File: config.mk
export PLATFORM = sky130hd
export DESIGN_NAME = opr1_sequencer
export DESIGN_NICKNAME = d
export VERILOG_FILES = /design/src/rtl/pdp8_pkg.sv /design/src/rtl/opr1_decode.sv /design/src/rtl/opr1_sequencer.sv
export SDC_FILE = /design/constraint.sdc
export NUM_CORES = 1
export LEC_CHECK = 0
export CORE_MARGIN = 5
export CORE_UTILIZATION = 40
export CTS_BUF_LIST = sky130_fd_sc_hd__clkbuf_4 sky130_fd_sc_hd__clkbuf_8
export DETAILED_ROUTE_END_ITERATION = 10
export HOLD_SLACK_MARGIN = 0.1
export PLACE_DENSITY = 0.69
export SYNTH_ARGS = -nofsm -noshare
export SYNTH_HDL_FRONTEND = slang
export SYNTH_SLANG_ARGS = --single-unit
File: constraint.sdc
create_clock -name SYSCLK -period 2.04 [get_ports SYSCLK]
set_input_delay 0.204 -clock SYSCLK [delete_from_list [all_inputs] [get_ports SYSCLK]]
set_output_delay 0.204 -clock SYSCLK [all_outputs]
set_load 0.01 [all_outputs]
File: src/rtl/pdp8_pkg.sv
// Shared types and constants for the PDP-8 operate group 1 sequencer.
// Holds the FSM state enum, IR bit positions and the decoded-instruction record.
package pdp8_pkg;

  typedef enum logic [2:0] {
    ST_IDLE = 3'd0,
    ST_CLR  = 3'd1,
    ST_CMP  = 3'd2,
    ST_INC  = 3'd3,
    ST_ROT1 = 3'd4,
    ST_ROT2 = 3'd5,
    ST_FIN  = 3'd6
  } state_e;

  // IR is numbered LSB-first, so PDP bit 0 is IR[11]
  localparam int IR_CLA = 7;
  localparam int IR_CLL = 6;
  localparam int IR_CMA = 5;
  localparam int IR_CML = 4;
  localparam int IR_RAR = 3;
  localparam int IR_RAL = 2;
  localparam int IR_BSW = 1;
  localparam int IR_IAC = 0;

  localparam logic [3:0] OPR1_OPCODE = 4'b1110;

  // en[0..4] = CLR, CMP, INC, ROT1, ROT2 step enables
  typedef struct packed {
    logic [4:0] en;
    logic       cla;
    logic       cll;
    logic       cma;
    logic       cml;
    logic       rot_left;
    logic       rot_bsw;
  } opr1_dec_t;

  typedef struct packed {
    logic busy;
    logic done;
    logic ac_clr;
    logic ac_cma;
    logic ac_inc;
    logic rot_r;
    logic rot_l;
    logic rot_bsw;
    logic cll;
    logic cml;
    logic set;
    logic ac_ck;
    logic link_ck;
  } opr1_out_t;

  // First enabled step strictly after cur; FIN when none remain.
  function automatic state_e next_step(input state_e cur, input logic [4:0] en);
    next_step = ST_FIN;
    for (int i = 4; i >= 0; i--) begin
      if (en[i] && ((i + 1) > int'(cur))) next_step = state_e'(3'(i + 1));
    end
  endfunction

endpackage

File: src/rtl/opr1_decode.sv
// Combinational decode of a group 1 operate instruction into step enables,
// rotate direction and the raw clear/complement selects.
module opr1_decode
  import pdp8_pkg::*;
(
  input  logic [11:0] IR,
  output opr1_dec_t   dec
);

  logic legal;
  logic rar;
  logic ral;
  logic two;
  logic single_rot;
  logic bsw_only;

  always_comb begin
    legal      = (IR[11:8] == OPR1_OPCODE);
    rar        = IR[IR_RAR];
    ral        = IR[IR_RAL];
    two        = IR[IR_BSW];
    single_rot = rar ^ ral;
    // IR[1] without a direction means byte swap; with both directions it is void
    bsw_only   = two && !rar && !ral;

    dec          = '0;
    dec.cla      = legal && IR[IR_CLA];
    dec.cll      = legal && IR[IR_CLL];
    dec.cma      = legal && IR[IR_CMA];
    dec.cml      = legal && IR[IR_CML];
    dec.rot_left = ral;
    dec.rot_bsw  = bsw_only;
    dec.en[0]    = legal && (IR[IR_CLA] || IR[IR_CLL]);
    dec.en[1]    = legal && (IR[IR_CMA] || IR[IR_CML]);
    dec.en[2]    = legal && IR[IR_IAC];
    dec.en[3]    = legal && (single_rot || bsw_only);
    dec.en[4]    = legal && single_rot && two;
  end

endmodule

File: src/rtl/opr1_sequencer.sv
// Orders group 1 micro-operations as clear, complement, increment, rotate;
// each step is a SETUP cycle (levels) then a STROBE cycle (levels + clocks).
module opr1_sequencer
  import pdp8_pkg::*;
(
  input  logic        SYSCLK,
  input  logic        CLEAR_N,
  input  logic        START,
  input  logic [11:0] IR,
  input  logic        INC_CARRY,
  output logic        BUSY,
  output logic        DONE,
  output logic        AC_CLR,
  output logic        AC_CMA,
  output logic        AC_INC,
  output logic        ROT_R,
  output logic        ROT_L,
  output logic        ROT_BSW,
  output logic        CLL,
  output logic        CML,
  output logic        SET,
  output logic        AC_CK,
  output logic        LINK_CK,
  output logic [2:0]  DBG_STATE
);

  state_e    state_q, state_d;
  logic      phase_q, phase_d;
  opr1_dec_t dec_new, dec_q, dec_d;
  opr1_out_t out_q, out_d;
  logic      accept;

  opr1_decode u_decode (
    .IR  (IR),
    .dec (dec_new)
  );

  // A request is taken when idle or in the FIN cycle, which allows back-to-back.
  assign accept = START && ((state_q == ST_IDLE) || (state_q == ST_FIN));
  assign dec_d  = accept ? dec_new : dec_q;

  always_comb begin
    state_d = state_q;
    phase_d = phase_q;
    case (state_q)
      ST_IDLE: begin
        if (START) begin
          state_d = next_step(ST_IDLE, dec_new.en);
          phase_d = 1'b0;
        end
      end
      ST_FIN: begin
        phase_d = 1'b0;
        state_d = START ? next_step(ST_IDLE, dec_new.en) : ST_IDLE;
      end
      default: begin
        if (!phase_q) begin
          phase_d = 1'b1;
        end else begin
          phase_d = 1'b0;
          state_d = next_step(state_q, dec_q.en);
        end
      end
    endcase
  end

  // Outputs are computed for the upcoming state and registered, so strobes are glitch-free.
  always_comb begin
    out_d      = '0;
    out_d.busy = (state_d != ST_IDLE);
    case (state_d)
      ST_CLR: begin
        out_d.ac_clr  = dec_d.cla;
        out_d.cll     = dec_d.cll;
        out_d.ac_ck   = phase_d && dec_d.cla;
        out_d.link_ck = phase_d && dec_d.cll;
      end
      ST_CMP: begin
        out_d.ac_cma  = dec_d.cma;
        out_d.cml     = dec_d.cml;
        out_d.ac_ck   = phase_d && dec_d.cma;
        out_d.link_ck = phase_d && dec_d.cml;
      end
      ST_INC: begin
        // Carry is taken from the AC as it stands at the end of SETUP
        out_d.ac_inc  = 1'b1;
        out_d.ac_ck   = phase_d;
        out_d.cml     = phase_d && INC_CARRY;
        out_d.link_ck = phase_d && INC_CARRY;
      end
      ST_ROT1, ST_ROT2: begin
        out_d.ac_ck = phase_d;
        if (dec_d.rot_bsw) begin
          out_d.rot_bsw = 1'b1;
        end else begin
          out_d.rot_l   = dec_d.rot_left;
          out_d.rot_r   = !dec_d.rot_left;
          out_d.set     = 1'b1;
          out_d.link_ck = phase_d;
        end
      end
      ST_FIN: out_d.done = 1'b1;
      default: ;
    endcase
  end

  always_ff @(posedge SYSCLK) begin
    if (!CLEAR_N) begin
      state_q <= ST_IDLE;
      phase_q <= 1'b0;
      dec_q   <= '0;
      out_q   <= '0;
    end else begin
      state_q <= state_d;
      phase_q <= phase_d;
      dec_q   <= dec_d;
      out_q   <= out_d;
    end
  end

  assign BUSY      = out_q.busy;
  assign DONE      = out_q.done;
  assign AC_CLR    = out_q.ac_clr;
  assign AC_CMA    = out_q.ac_cma;
  assign AC_INC    = out_q.ac_inc;
  assign ROT_R     = out_q.rot_r;
  assign ROT_L     = out_q.rot_l;
  assign ROT_BSW   = out_q.rot_bsw;
  assign CLL       = out_q.cll;
  assign CML       = out_q.cml;
  assign SET       = out_q.set;
  assign AC_CK     = out_q.ac_ck;
  assign LINK_CK   = out_q.link_ck;
  assign DBG_STATE = state_q;

endmodule

==> impl_metrics.toml, run 1 <==
[clock_network]
htree_levels = 1
tritoncts = "built"
clk_path_buf_depth = 2
cts.sinks = 28
worstSkewPairLatency_ps = 330
root_buffer = "clkbuf_4"
clk_pin_slew_ps = 150
cts_made_buffers = 3

[yosys]
synth-seq-cells = 28
muxShareOfSynthArea_pct = 3.88
yosys.cell_count.top_type = "dfxtp_1"
synthTopCellsByArea = "dfxtp_1, a21oi_1, nor2_1"
syn_inst = 151
ys_async_sr_fraction_pct = 0
synth_area_per_cell_um2 = 8.75
synth_fa_ha_area_share_pct = 0
synth_top_area_share_pct = 42.4
synth_cell_types = 43
synth_compound_area_share_pct = 17.8
netlist_top_cells_count = "dfxtp_1, nor2_1, a21oi_1, nand2_1, o21ai_0"
synth_xor_area_share_pct = 1.33
syn-num-nets = 167
synth-simple-area-share_pct = 29.7
synth-edff-count = 0
synth_area_um2 = 1320
yosys_warnings = 0
synth_top_area_cell = "dfxtp_1"
synth_top_family_by_area = "simple AND/OR/NAND/NOR gates"
yosysSeqAreaShare_pct = 42.4
synth_ff_type = "dfxtp_1"

[sta]
fmax_ghz = 0.489
skew_ps = 4.65
hold_violations = 0
setup_viol = 1
fin_crit_ps = 2050
drv_slew = 0
rsz0062_at_grt = "yes"
worst_slack_ps = -6.82
slew-limit-headroom_pct = 70.6
period_share_pct = 100
tightest_slew_ps = 436

[worst_setup_path]
reg2reg_from = "DBG_STATE[2]"
reg2reg_depth = 8
crit_slowest_cell = "or4b_4"
critPathArrivalTime_ps = 2330
crit_path_max_incr_delay_ps = 490
r2r_slack_ps = -7
path_cells = "xor2_1, buf_4, nor3b_2, buf_4, mux2i_2, or4b_4, o41ai_2, o2111a_1"
end_kind = "flip-flop"
path_common_cell = "buf_4"
regToRegEndpoint = "LINK_CK"
worst-path-max-fanout = 4
required_ps = 2320
cp-start-kind = "flip-flop"
worst-setup-path-type = "flip-flop to flip-flop"

[power_and_ir_drop]
switching_share_pct = 38.7
p_clk_share_pct = 10.7
p_comb_share_pct = 62.1
p_leak_nw = 0.867
totalPowerFinal_w = 0.00258
p_switching_w = 0.000999
p_int_w = 0.00158
vdd_drop_max_uv = 728
powerDensity_nw_per_um2 = 1240
p_seq_share_pct = 27.2

[status]
run_status = "finished, violations left"
violations = "setup timing"

[die]
ios = 32
die_w_um = 67.5
dieArea_um2 = 4550
rows = 20
die_h_um = 67.5
coreArea_um2 = 3100
initial_core_util_pct = 42.6

[route]
totalWireLength_um = 4110
antenna_left = 0
viasPerCell = 5.24
via_count = 1395
first_pass_iters = 4
drc_errors = 0
drt-initial-drc-count = 72
wl_per_cell_um = 15.4

[min_path]
hold_path_end = "dec_q[6]"
worstHoldStart = "dec_q[6]"
holdPathStages = 2
hold_class = "flip-flop to flip-flop"

[global_routing]
grt_pass1_wl_um = 6470
antenna_found_initial = 0
grtUsageTotal_pct = 18.9
grt_max_degree = 16
grt_pass1_vias = 1387
grt_remaining_overflow = 0

[layout]
syn2layout_area_growth_pct = 57.4
fill_cells = 269
final_util_pct = 67.0
final_layout_size_suffix_gt1_share_pct = 30.2
fin_nets = 239
finalInstanceArea_um2 = 2080
insertedDiodeCount = 0

[placement]
port_buffers = 31
dp_hpwl_um = 3070
dpl-instance-area_um2 = 1950
routabilityCongestion = 0.912

[flow_run]
maxCapViolCount = 0
-- final cells by class --
cell class                 count  area [um2]  share of cell area (%)
inverter                       7        26.3                    1.26
multi-input combinational    110         757                    36.4
timing repair buffer          73         642                    30.9
tap                           44        55.1                    2.65
sequential                    28         563                    27.1
clock buffer                   4        36.3                    1.74
-- state kept, by name, summed over array words and instances, names as in the netlist --
register and flops:
AC_CLR 1, ROT_L 1, ROT_R 1, AC_INC 1
LINK_CK 1, CML 1, BUSY 1, CLL 1
phase_q 1, AC_CK 1, DBG_STATE 3, dec_q 11
SET 1, AC_CMA 1, DONE 1, ROT_BSW 1
-- per-stage QoR --
stage / instances / setup TNS [ps] / worst slack [ps] / hold WS (ps)
2_1_floorplan: 151 / -376 / -120 / 314
3_3_place_gp: 258 / -1640 / -318 / 445
3_5_place_dp: 258 / -2360 / -404 / 458
4_1_cts: 264 / -14.4 / -14.4 / 477
5_1_grt: 266 / -213 / -77.5 / 509
6_report: 266 / -6.82 / -6.82 / 485
-- logic make-up after synthesis --
kind of cell | Yosys count
simple gates | 70
compound gates | 33
flops | 28
buf+inv | 13
mux | 5
xor+xnor | 2
-- cells in the final DEF, fill, tap and decap left out, types with 2 or more instances in the layout --
cell type        instances
a21oi_1                 14
clkbuf_4                 3
inv_1                    6
or3_1                    2
nor2_2                   2
nand4_1                  3
dfxtp_2                  2
dfxtp_1                 26
xor2_1                   2
a21o_1                   2
nand3_1                  2
mux2i_1                  3
nand2b_1                 4
nand2_1                 12
o21ai_1                  2
buf_4                   40
clkdlybuf4s50_1         31
o21ai_0                  5
and2_1                   2
nor3_1                   5
and3_1                   6
nor2_1                  16
-- power groups by stage --
stage	sequential (W)	clock, W	combinational, W
final	0.000703	0.000275	0.00160
after global routing	0.000714	0.000314	0.00173
after floorplan	0.000747	0	0.000696
after detailed placement	0.000710	0	0.00145
after CTS	0.000701	0.000278	0.00152
after global placement	0.000708	0	0.00142
-- how the worst max path moves through the flow --
stage | slack [ps] | to | cells past startpoint | from
6_report | -7 | LINK_CK | 8 | DBG_STATE[2]
5_1_grt | -80 | LINK_CK | 8 | DBG_STATE[2]
4_1_cts | -10 | LINK_CK | 8 | DBG_STATE[2]
3_5_place_dp | -400 | LINK_CK | 7 | IR[0]
3_3_place_gp | -320 | CLL | 7 | IR[0]
2_1_floorplan | -120 | AC_CLR | 8 | DBG_STATE[2]
-- timing repair --
action,4_1_cts,5_1_grt
endpoints found under the hold margin,0,0
pin swaps,0,1
setup endpoints to repair,3,7
buffers inserted,2,2
hold buffers,0,0
gates resized for setup,5,10
-- critical path: cells and delay by family (launching register included) --
kind	cells	cell delay [ps]
compound gates	2	280
xor+xnor	1	170
buf+inv	2	310
flops	1	350
mux	1	220
simple gates	2	670
-- metal layers --
metal,part of all wire (%),routed length (um),track usage (%),vias to the layer above
li1,-,-,-,684
met1,41,1680,22.6,663
met2,55,2250,34.8,42
met3,3.6,146,3.00,6
met4,0.63,26,4.56,0
met5,0,0,0,-
Power figures use the tool's default switching activity.
==> run 2, diff against run 1 <==
- ABC_AREA: default -> 1
==> run 2 against run 1 <==
Net effect:
- the flow now finishes without violations
- combinational power shrank 30%
- via count shrank 11%
- largest power group unchanged
- synthesized cell count grew 21%
- largest cell class unchanged
- maximum frequency grew 12%
- area after synthesis shrank 0.47%
- sequential power grew 6.5%
- global-route usage shrank 4.8 points
- cell area shrank 15%
==> impl_metrics.toml, run 2 <==
[yosys]
synth_ff_type = "dfxtp_1"
yosys_warnings = 0
yosysSeqAreaShare_pct = 42.6
yosys.cell_count.top_type = "nand2_1"
ys_async_sr_fraction_pct = 0
synth_cell_types = 27
synth-edff-count = 0
netlist_top_cells_count = "nand2_1, dfxtp_1, nor2_1, inv_1, nor3_1"
syn_inst = 182
synth_top_area_cell = "dfxtp_1"
synth-seq-cells = 28
synth_area_um2 = 1320
syn-num-nets = 198
synthTopCellsByArea = "dfxtp_1, nand2_1, nor2_1"
synth_top_area_share_pct = 42.6
synth_area_per_cell_um2 = 7.23

[sta]
setup_viol = 0
period_share_pct = 89.4
worst_slack_ps = 216
slew-limit-headroom_pct = 65.4
drv_slew = 0
skew_ps = 0.855
fmax_ghz = 0.548
tightest_slew_ps = 514
fin_crit_ps = 1820
hold_violations = 0
rsz0062_at_grt = "no"

[clock_network]
clk_pin_slew_ps = 140
htree_levels = 1
cts.sinks = 28
cts_hold_buf = 0
cts_made_buffers = 3
clk_path_buf_depth = 2
tritoncts = "built"
post-cts-setup-buffer-count = 0
root_buffer = "clkbuf_4"
worstSkewPairLatency_ps = 320

[power_and_ir_drop]
p_leak_nw = 0.757
p_comb_share_pct = 52.5
p_clk_share_pct = 12.5
powerDensity_nw_per_um2 = 1210
p_int_w = 0.00124
p_switching_w = 0.000893
switching_share_pct = 41.8
vdd_drop_max_uv = 558
p_seq_share_pct = 35.1

[placement]
post-place-ws_ps = -31.6
routabilityCongestion = 0.864
port_buffers = 31
dp_hpwl_um = 2550

[die]
rows = 20
initial_core_util_pct = 42.4
die_h_um = 67.3
die_w_um = 67.3
ios = 32
dieArea_um2 = 4530
coreArea_um2 = 3100

[layout]
layout_commonest_cell = "nand2_1"
largest_reg_flops = 11
top_register = "dec_q"
fin_nets = 238
syn2layout_area_growth_pct = 33.8
final_util_pct = 56.7
insertedDiodeCount = 0
layout_common_cells = "nand2_1, clkdlybuf4s50_1, dfxtp_1"
final_layout_size_suffix_gt1_share_pct = 15.4

[worst_setup_path]
regToRegEndpoint = "LINK_CK"
worst-setup-path-type = "flip-flop to flip-flop"
path_common_cell = "nand2_1"
required_ps = 2310
cp-startpoint = "DBG_STATE[2]"
reg2reg_from = "DBG_STATE[2]"
crit_slowest_cell = "dfxtp_2"
r2r_slack_ps = 220
crit_family = "simple AND/OR/NAND/NOR gates"
reg2reg_depth = 10
critPathArrivalTime_ps = 2100
end_kind = "flip-flop"
crit_path_max_incr_delay_ps = 390
worst-path-max-fanout = 7
path_cells = "nor2_2, nand2_2, nand2_2, nand2_1, nor3_1, a21oi_1, nand3b_1, nand2_1, nand2_1, a21oi_2"
cp-start-kind = "flip-flop"
crit_buf_inv = 0

[global_routing]
grt_pass1_wl_um = 4880
grtUsageTotal_pct = 14.1
antenna_found_initial = 0
grt_remaining_overflow = 0
grt_pass1_vias = 1126
grt_max_degree = 16

[min_path]
holdPathStages = 3
hold_class = "input port to flip-flop"
hold_path_end = "dec_q[9]"
worstHoldStart = "CLEAR_N"

[route]
viasPerCell = 4.69
drc_errors = 0
via_count = 1244
drt-initial-drc-count = 43
first_pass_iters = 4
antenna_left = 0
totalWireLength_um = 3040
wl_per_cell_um = 11.5

[flow_run]
maxCapViolCount = 0

[status]
run_status = "finished clean"
## run 2: cell count changes after synthesis, moves of 3 or more
cell      previous run  this run
nand2_1             12        47
inv_1                6        22
a21oi_1             14         4
and3_1               6         0
nand2_2              0         5
nor2_1              18        23
mux2i_1              4         0
nand2b_1             4         0
nor2_4               0         4
a21oi_2              0         3
nand3_1              3         6
nand3_2              0         3
## run 2: how the worst max path moves through the flow
stage	cells after the start	endpoint	slack (ps)
floorplan	11	AC_CK	390
global placement	11	LINK_CK	7
detailed placement	11	LINK_CK	-30
CTS	9	LINK_CK	130
global route	10	LINK_CK	20
finish	10	LINK_CK	220
## run 2: power by group through the flow
stage | clock network, W | registers (W) | logic [W]
after CTS | 0.000278 | 0.000747 | 0.00112
after global placement | 0 | 0.000757 | 0.00109
final | 0.000266 | 0.000749 | 0.00112
after detailed placement | 0 | 0.000761 | 0.00112
after floorplan | 0 | 0.000779 | 0.000693
after global routing | 0.000299 | 0.000768 | 0.00124
## run 2: layout make-up
class                           count  area [um2]
Fill cell                         323        1340
Multi-Input combinational cell    128         656
Sequential cell                    28         563
Timing Repair Buffer               38         363
Inverter                           23        86.3
Tap cell                           44        55.1
Clock buffer                        4        36.3
## run 2: worst reg2reg max path: cells and delay by family (launching register included)
| kind | cells | cell delay, ps |
|---|---|---|
| and+or+nand+nor | 8 | 1170 |
| DFF | 1 | 390 |
| AOI/OAI and AO/OA | 2 | 210 |
## run 2: timing repair
item,in CTS,in global routing
hold endpoints to repair,0,0
resized for setup,0,2
endpoints found under the setup margin,0,1
## run 2: logic make-up (layout without fill, tap and decap cells)
logic type             Yosys count  after routing  synth area share, %
buffers and inverters           26             65                 7.52
AOI/OAI and AO/OA               21             21                 10.7
DFF                             28             28                 42.6
and+or+nand+nor                107            107                 39.2
## run 2: per-layer routing
metal | up-vias | share of wire, % | GRT usage, %
met2 | 23 | 50 | 25.2
li1 | 655 | - | -
met5 | - | 0 | 0
met3 | 5 | 4.8 | 3.49
met1 | 561 | 44 | 16.6
met4 | 0 | 1.1 | 3.80
## run 2: stage by stage
stage               cells  setup TNS (ps)  hold WS (ps)  total power [W]  cell area (um2)
floorplan             182               0           342          0.00147             1320
global placement      261               0           492          0.00185             1720
detailed placement    261           -59.3           497          0.00188             1720
CTS                   265               0           438          0.00215             1760
global route          265               0           476          0.00231             1760
finish                265               0           447          0.00213             1760
